**config.mk**
```make
export PLATFORM = sky130hd
export DESIGN_NAME = acondicionador_botones
export DESIGN_NICKNAME = d
export VERILOG_FILES = /design/src/rtl/acondicionador_botones.sv
export SDC_FILE = /design/constraint.sdc
export NUM_CORES = 1
export LEC_CHECK = 0
export BUFFER_PORTS_ARGS = -buffer_cell sky130_fd_sc_hd__buf_2
export CAP_MARGIN = 20
export CORE_AREA = 2 2 122 124
export DETAILED_ROUTE_END_ITERATION = 8
export DIE_AREA = 0 0 124 126
export PLACE_DENSITY = 0.84
export SLEW_MARGIN = 20
export SYNTH_ARGS = -nofsm -noshare
export SYNTH_HDL_FRONTEND = slang
export SYNTH_SLANG_ARGS = --single-unit
```
**constraint.sdc**
```tcl
create_clock -name clk -period 4.75 [get_ports clk]
set_clock_uncertainty 0.15 [all_clocks]
set_input_delay 0.475 -clock clk [delete_from_list [all_inputs] [get_ports clk]]
set_output_delay 0.475 -clock clk [all_outputs]
set_load 0.05 [all_outputs]
```
**src/rtl/acondicionador_botones.sv**
```systemverilog
// Push-button conditioner for the date/time editor. It synchronizes and debounces four
// buttons, generates single-cycle up/down pulses with hold-to-repeat, and tracks the edited field.
module acondicionador_botones #(
  parameter int unsigned DEB_CYCLES  = 250000,
  parameter int unsigned HOLD_CYCLES = 50000000,
  parameter int unsigned REP_CYCLES  = 10000000,
  parameter int unsigned NUM_FIELDS  = 3
) (
  input  logic                  clk,
  input  logic                  rst,
  input  logic                  W_R,
  input  logic                  btn_up,
  input  logic                  btn_down,
  input  logic                  btn_left,
  input  logic                  btn_right,
  output logic                  pulse_up,
  output logic                  pulse_down,
  output logic [2:0]            campo,
  output logic [NUM_FIELDS-1:0] en_campo
);

  localparam int unsigned MaxHr     = (HOLD_CYCLES > REP_CYCLES) ? HOLD_CYCLES : REP_CYCLES;
  localparam int unsigned MaxCycles = (DEB_CYCLES > MaxHr) ? DEB_CYCLES : MaxHr;
  localparam int unsigned CntW      = ($clog2(MaxCycles) < 1) ? 1 : $clog2(MaxCycles);

  localparam logic [CntW-1:0] DebLast   = CntW'(DEB_CYCLES - 1);
  localparam logic [CntW-1:0] HoldLast  = CntW'(HOLD_CYCLES - 1);
  localparam logic [CntW-1:0] RepLast   = CntW'(REP_CYCLES - 1);
  localparam logic [2:0]      LastField = 3'(NUM_FIELDS - 1);

  localparam int unsigned BUp    = 0;
  localparam int unsigned BDown  = 1;
  localparam int unsigned BLeft  = 2;
  localparam int unsigned BRight = 3;

  typedef enum logic [1:0] {StIdle, StHold, StRepeat, StLock} state_e;

  logic [3:0]           sync1_q, sync2_q;
  logic [3:0]           db_d, db_q, db_prev_q;
  logic [3:0][CntW-1:0] deb_cnt_d, deb_cnt_q;
  logic [3:0]           rise;
  logic                 fall_up, fall_down;

  state_e               state_d, state_q;
  logic                 dir_d, dir_q;  // 1 = up, 0 = down
  logic [CntW-1:0]      timer_d, timer_q;
  logic                 w_r_q;
  logic                 emit;
  logic                 act_fall, opp_rise;
  logic                 pulse_up_d, pulse_up_q, pulse_down_d, pulse_down_q;

  logic [2:0]            campo_d, campo_q;
  logic [NUM_FIELDS-1:0] en_campo_d, en_campo_q;

  // Debounce: db follows the synchronized input only after DEB_CYCLES of steady disagreement.
  always_comb begin
    for (int i = 0; i < 4; i++) begin
      db_d[i]      = db_q[i];
      deb_cnt_d[i] = '0;
      if (sync2_q[i] != db_q[i]) begin
        if (deb_cnt_q[i] == DebLast) begin
          db_d[i]      = sync2_q[i];
          deb_cnt_d[i] = '0;
        end else begin
          deb_cnt_d[i] = deb_cnt_q[i] + CntW'(1);
        end
      end
    end
  end

  assign rise      = db_q & ~db_prev_q;
  assign fall_up   = ~db_q[BUp] & db_prev_q[BUp];
  assign fall_down = ~db_q[BDown] & db_prev_q[BDown];
  assign act_fall  = dir_q ? fall_up : fall_down;
  assign opp_rise  = dir_q ? rise[BDown] : rise[BUp];

  always_comb begin
    state_d = state_q;
    dir_d   = dir_q;
    timer_d = timer_q;
    emit    = 1'b0;
    if (W_R) begin
      state_d = StIdle;
      timer_d = '0;
    end else if (w_r_q && (db_q[BUp] || db_q[BDown])) begin
      // Button held across the end of an RTC access: wait for a fresh press.
      state_d = StLock;
    end else begin
      unique case (state_q)
        StIdle: begin
          if (db_q[BUp] && db_q[BDown]) begin
            state_d = StLock;
          end else if (rise[BUp]) begin
            emit    = 1'b1;
            dir_d   = 1'b1;
            timer_d = '0;
            state_d = StHold;
          end else if (rise[BDown]) begin
            emit    = 1'b1;
            dir_d   = 1'b0;
            timer_d = '0;
            state_d = StHold;
          end
        end
        StHold: begin
          if (opp_rise) begin
            state_d = StLock;
          end else if (act_fall) begin
            state_d = StIdle;
          end else if (timer_q == HoldLast) begin
            emit    = 1'b1;
            timer_d = '0;
            state_d = StRepeat;
          end else begin
            timer_d = timer_q + CntW'(1);
          end
        end
        StRepeat: begin
          if (opp_rise) begin
            state_d = StLock;
          end else if (act_fall) begin
            state_d = StIdle;
          end else if (timer_q == RepLast) begin
            emit    = 1'b1;
            timer_d = '0;
          end else begin
            timer_d = timer_q + CntW'(1);
          end
        end
        StLock: begin
          if (!db_q[BUp] && !db_q[BDown]) state_d = StIdle;
        end
        default: state_d = StIdle;
      endcase
    end
    pulse_up_d   = emit & dir_d;
    pulse_down_d = emit & ~dir_d;
  end

  // Field select; simultaneous left and right cancel out.
  always_comb begin
    campo_d = campo_q;
    if (!W_R) begin
      if (rise[BRight] && !rise[BLeft]) begin
        campo_d = (campo_q == LastField) ? 3'd0 : campo_q + 3'd1;
      end else if (rise[BLeft] && !rise[BRight]) begin
        campo_d = (campo_q == 3'd0) ? LastField : campo_q - 3'd1;
      end
    end
    en_campo_d = '0;
    for (int i = 0; i < NUM_FIELDS; i++) begin
      en_campo_d[i] = (campo_d == 3'(i));
    end
  end

  always_ff @(posedge clk or posedge rst) begin
    if (rst) begin
      sync1_q      <= '0;
      sync2_q      <= '0;
      db_q         <= '0;
      db_prev_q    <= '0;
      deb_cnt_q    <= '0;
      state_q      <= StIdle;
      dir_q        <= 1'b0;
      timer_q      <= '0;
      w_r_q        <= 1'b0;
      pulse_up_q   <= 1'b0;
      pulse_down_q <= 1'b0;
      campo_q      <= 3'd0;
      en_campo_q   <= {{(NUM_FIELDS - 1){1'b0}}, 1'b1};
    end else begin
      sync1_q      <= {btn_right, btn_left, btn_down, btn_up};
      sync2_q      <= sync1_q;
      db_q         <= db_d;
      db_prev_q    <= db_q;
      deb_cnt_q    <= deb_cnt_d;
      state_q      <= state_d;
      dir_q        <= dir_d;
      timer_q      <= timer_d;
      w_r_q        <= W_R;
      pulse_up_q   <= pulse_up_d;
      pulse_down_q <= pulse_down_d;
      campo_q      <= campo_d;
      en_campo_q   <= en_campo_d;
    end
  end

  assign pulse_up   = pulse_up_q;
  assign pulse_down = pulse_down_q;
  assign campo      = campo_q;
  assign en_campo   = en_campo_q;

endmodule

```
==> results.txt <==
* Total Neg Setup Slack: 0 ps
- The via count of the first global-routing pass is 5929.
- 0 antenna diodes ended up in the layout.
- Worst min-delay path class: in -> async
- Type of destination of the critical path: register
* Cell type with the largest total area after synthesis: dfrtp_1
- Synthesis handed over a netlist of roughly 850 instances.
- Entering global routing, the biggest net connects 159 pins.
- Ys flop type: dfrtp_1
- In this run the worst path has a maximum fanout of 24.
- The synthesized design contains 158 register bits.
- The run finished with clean final reports.
- Summed over all nets, the half-perimeter wirelength after detailed placement is 9.946 mm.
* Post-synth cell types: 59
- Drt first pass iters: 5
- Using the TritonRoute via totals, the vias-per-cell ratio works out to roughly 5.6.
* Total nets after synthesis: 876
- Compared with the post-synthesis result, the final layout area differs by 11.06%.
- For this block, the initial DRC count from the detailed router was roughly 480.
- Per-cell routed wire length: 14.34 microns
- Area of all sequential standard cells: between 3000 and 4000 sq um
- Post-synth EDFFs: 0
- The post-route netlist has 7.910% of its cells at a drive strength greater than 1.
- Clock tree from TritonCTS: yes
- Final worst path period need: roughly 3000 ps
* Placeable core region: approximately 14000 sq um
- Area taken by multi-input logic gates: roughly 3900 sq um
- Global routing used between 20 and 25% of the available tracks across all layers.
- The number of slew-limit violations in the final report was 0.
- Detailed-route DRC error count: 0
- The number of buffers and inverters on the critical path is 0.
- Setup repair after global routing left no endpoint under its margin.
* Critical-path top delay cell: or4_1
- Type of the worst setup path: reg -> reg
* Standard-cell row count: 44
- Ratio of final minimum period to clock period: a little over three fifths
- Buffers inserted during clock tree synthesis total 17.
* Actual transition at the worst max-transition pin: slightly above 1000 ps
- After synthesis the cells add up to 8068 sq um.
* H-Tree Depth: 4
- PD cells: 348.5 nW/um^2
- In this run, post-CTS hold repair placed 4 buffers.
- Gates resized during post-CTS repair numbered 0.
* Buffers inserted during post-CTS setup optimization: 0
* Routed Antenna Nets: 0
- The clock passes through at most 2 buffers.
- Detailed-route via count: between 6000 and 7000
- The worst setup path is launched from a register.
- Effective utilization at floorplan: 56.36%
- Yosys attributes the largest share of cell area to dfrtp_1 (49%), nor2_1 (7.1%), xor2_1 (5.5%).
* Max_slew headroom: 32.03%
* Total of endpoints with negative setup slack in the final report: 0
- Global-route wire length before repair: around 27 mm
* Top cell family by delay on the critical path: simple AND/OR/NAND/NOR gates
- During synthesis, Yosys emitted a total of 0 warnings.
- For this run the aggregate overflow at the end of global routing stands at 0.
- Skew-Pair Late Insertion Delay: about 430 ps
- After layout, the design draws a total of between 3000 and 4000 uW.
- In the synthesized netlist the async set-or-reset flop fraction comes to 100.0%.
- Io pins: 15
- Number of buffer cells added on primary ports: 14
* Fraction of the yosys area taken by sequential cells: around half
- Fin nets: between 800 and 900
- The clock drives 158 sinks.
* Area of the die: about 16000 sq um
* Achievable frequency: 332.7 MHz
- Walking the worst path, the cells encountered are or3b_1, a311o_1, o31ai_4, o211ai_2, or4_1, nand3_1.
* DIE WIDTH: 124 microns
- Clock slew at the register clock pins of the worst setup and hold paths: 60 ps
- Required time of the critical path: 4960 ps
* Worst VDD drop: 0.0002589 V
- Counting the fill cells in the layout gives approximately 1200.
* Arrival time at the worst endpoint: 3210 ps
- Root cell of the clock tree: clkbuf_16
- On the worst path, the slowest cell contributes a delay of 630 ps.
* Wire length reported by the detailed router: approximately 15 mm
- Vertical die dimension: 126 microns
* Max-cap violation count: 0
- Proportion of netlist area held by the largest area contributor: 48.70%
- Number of failing hold endpoints at the final stage: 0
- Global placer's final weighted congestion: 0.8559
- In this run the static leakage power is 0.003739 uW.
- The initial antenna violation count is 0.
- Avg Cell Area, Syn: approximately 9.4 sq um
[registers in the layout, summed over array words and instances (netlist names)]
signal and count:
w_r_q 1, sync1_q 4, db_q 4, pulse_down 1
en_campo 3, pulse_up 1, state_q 2, deb_cnt_q 104
campo 3, sync2_q 4, dir_q 1, db_prev_q 4
timer_q 26
[worst paths after layout]
check / startpoint / to / slack [ps] / cells after the start
min in group clk: W_R / w_r_q / 170 / 1
worst min register to register: sync1_q[3] / sync2_q[3] / 200 / 0
worst min-delay path: rst / deb_cnt_q[40] / 100 / 3
max in group asynchronous: rst / deb_cnt_q[13] / 3700 / 3
worst max register to register: db_q[1] / timer_q[20] / 1740 / 6
worst max-delay path: db_q[1] / timer_q[20] / 1740 / 6
[layout by cell type (no fill, tap or decap), types with 5 or more instances in the layout]
cell | synthesis | routed
dfrtp_1 | 157 | 157
nor2_1 | 153 | 153
nand3_1 | 82 | 82
nand2_1 | 63 | 63
xor2_1 | 51 | 51
xnor2_1 | 49 | 49
inv_1 | 31 | 30
nand4_1 | 23 | 23
or3_1 | 20 | 20
and3_1 | 19 | 19
nor3_1 | 17 | 17
clkbuf_16 | 0 | 17
ha_1 | 15 | 15
nor4_1 | 14 | 14
a21oi_1 | 14 | 14
buf_2 | 5 | 14
nand2b_1 | 11 | 11
or4_1 | 10 | 10
o21ai_1 | 8 | 8
nor4b_1 | 7 | 7
o21ai_0 | 7 | 7
and2_1 | 6 | 6
nor2b_1 | 6 | 6
clkinvlp_4 | 0 | 6
or2_2 | 5 | 5
[cell type report]
type	instances	share of cell area (%)
Clock buffer	19	4.943
Multi-Input combinational cell	643	43.28
Sequential cell	158	44.14
Inverter	31	1.341
Clock inverter	13	2.109
Tap cell	184	2.569
Timing Repair Buffer	21	1.620
[tightest hold or removal path, stage by stage]
cell	delay, ps
buf_2	110
clkinvlp_4	70
buf_12	540
[power by group]
| group | leakage (uW) | total [uW] | internal (uW) | switching (uW) |
|---|---|---|---|---|
| logic | 0.00128 | 286 | 92.9 | 193 |
| registers | 0.00217 | 1390 | 1370 | 24.1 |
| clock network | 0.000292 | 1440 | 895 | 550 |
[cells in the mapped netlist, types with 2 or more instances]
cell      number
nand3_1       82
o22ai_1        4
nand2b_1      11
nor3_1        17
and3_1        19
mux2_2         4
or3b_1         2
or2_2          5
or4b_1         4
o21a_1         4
o21ai_0        7
xnor2_1       49
nor2b_1        6
a22oi_1        4
dfrtp_1      157
nor3b_1        3
clkbuf_1      14
and4_1         2
a211oi_1       2
buf_6          2
o21ai_1        8
xor2_1        51
buf_2          5
a21oi_1       14
nor4_1        14
inv_1         31
and2_1         6
mux2i_1        4
nor4b_1        7
nand2_1       63
a21oi_2        4
or4_1         10
o31ai_1        3
o211ai_1       4
nor2_1       153
nand4_1       23
ha_1          15
or3_1         20
[cell families (layout without fill, tap and decap cells)]
kind of cell,Yosys count,in the layout,synth area share (%)
DFF,158,158,49.02
AOI/OAI and AO/OA,68,68,6.079
and+or+nand+nor,451,451,27.59
xor gates and xnor gates,100,100,10.86
adders and majority gates,15,15,2.326
muxes,9,9,1.194
buffers and inverters,53,84,2.931
[per-layer routing]
layer | global-route usage, % | up-vias | part of all wire, %
met5 | 0 | - | 0
met4 | 7.270 | 0 | 1.6
met3 | 4.846 | 24 | 3.2
met2 | 33.61 | 100 | 48
met1 | 30.23 | 2919 | 47
li1 | - | 2982 | -
[stage by stage]
stage / instance area [sq um] / worst slack, ps / hold WS, ps / util, % / instances
after global placement: 8287 / 1798 / 185.3 / 57.89 / 1033
after CTS: 8959 / 1773 / 151.7 / 62.59 / 1069
after floorplan: 8071 / 2125 / 181.2 / - / 854
after detailed placement: 8287 / 1782 / 188.1 / 57.89 / 1033
after global routing: 8960 / 1584 / 159.5 / 62.60 / 1069
final: 8960 / 1745 / 104.0 / 62.60 / 1069
(Power assumes the default switching activity.)
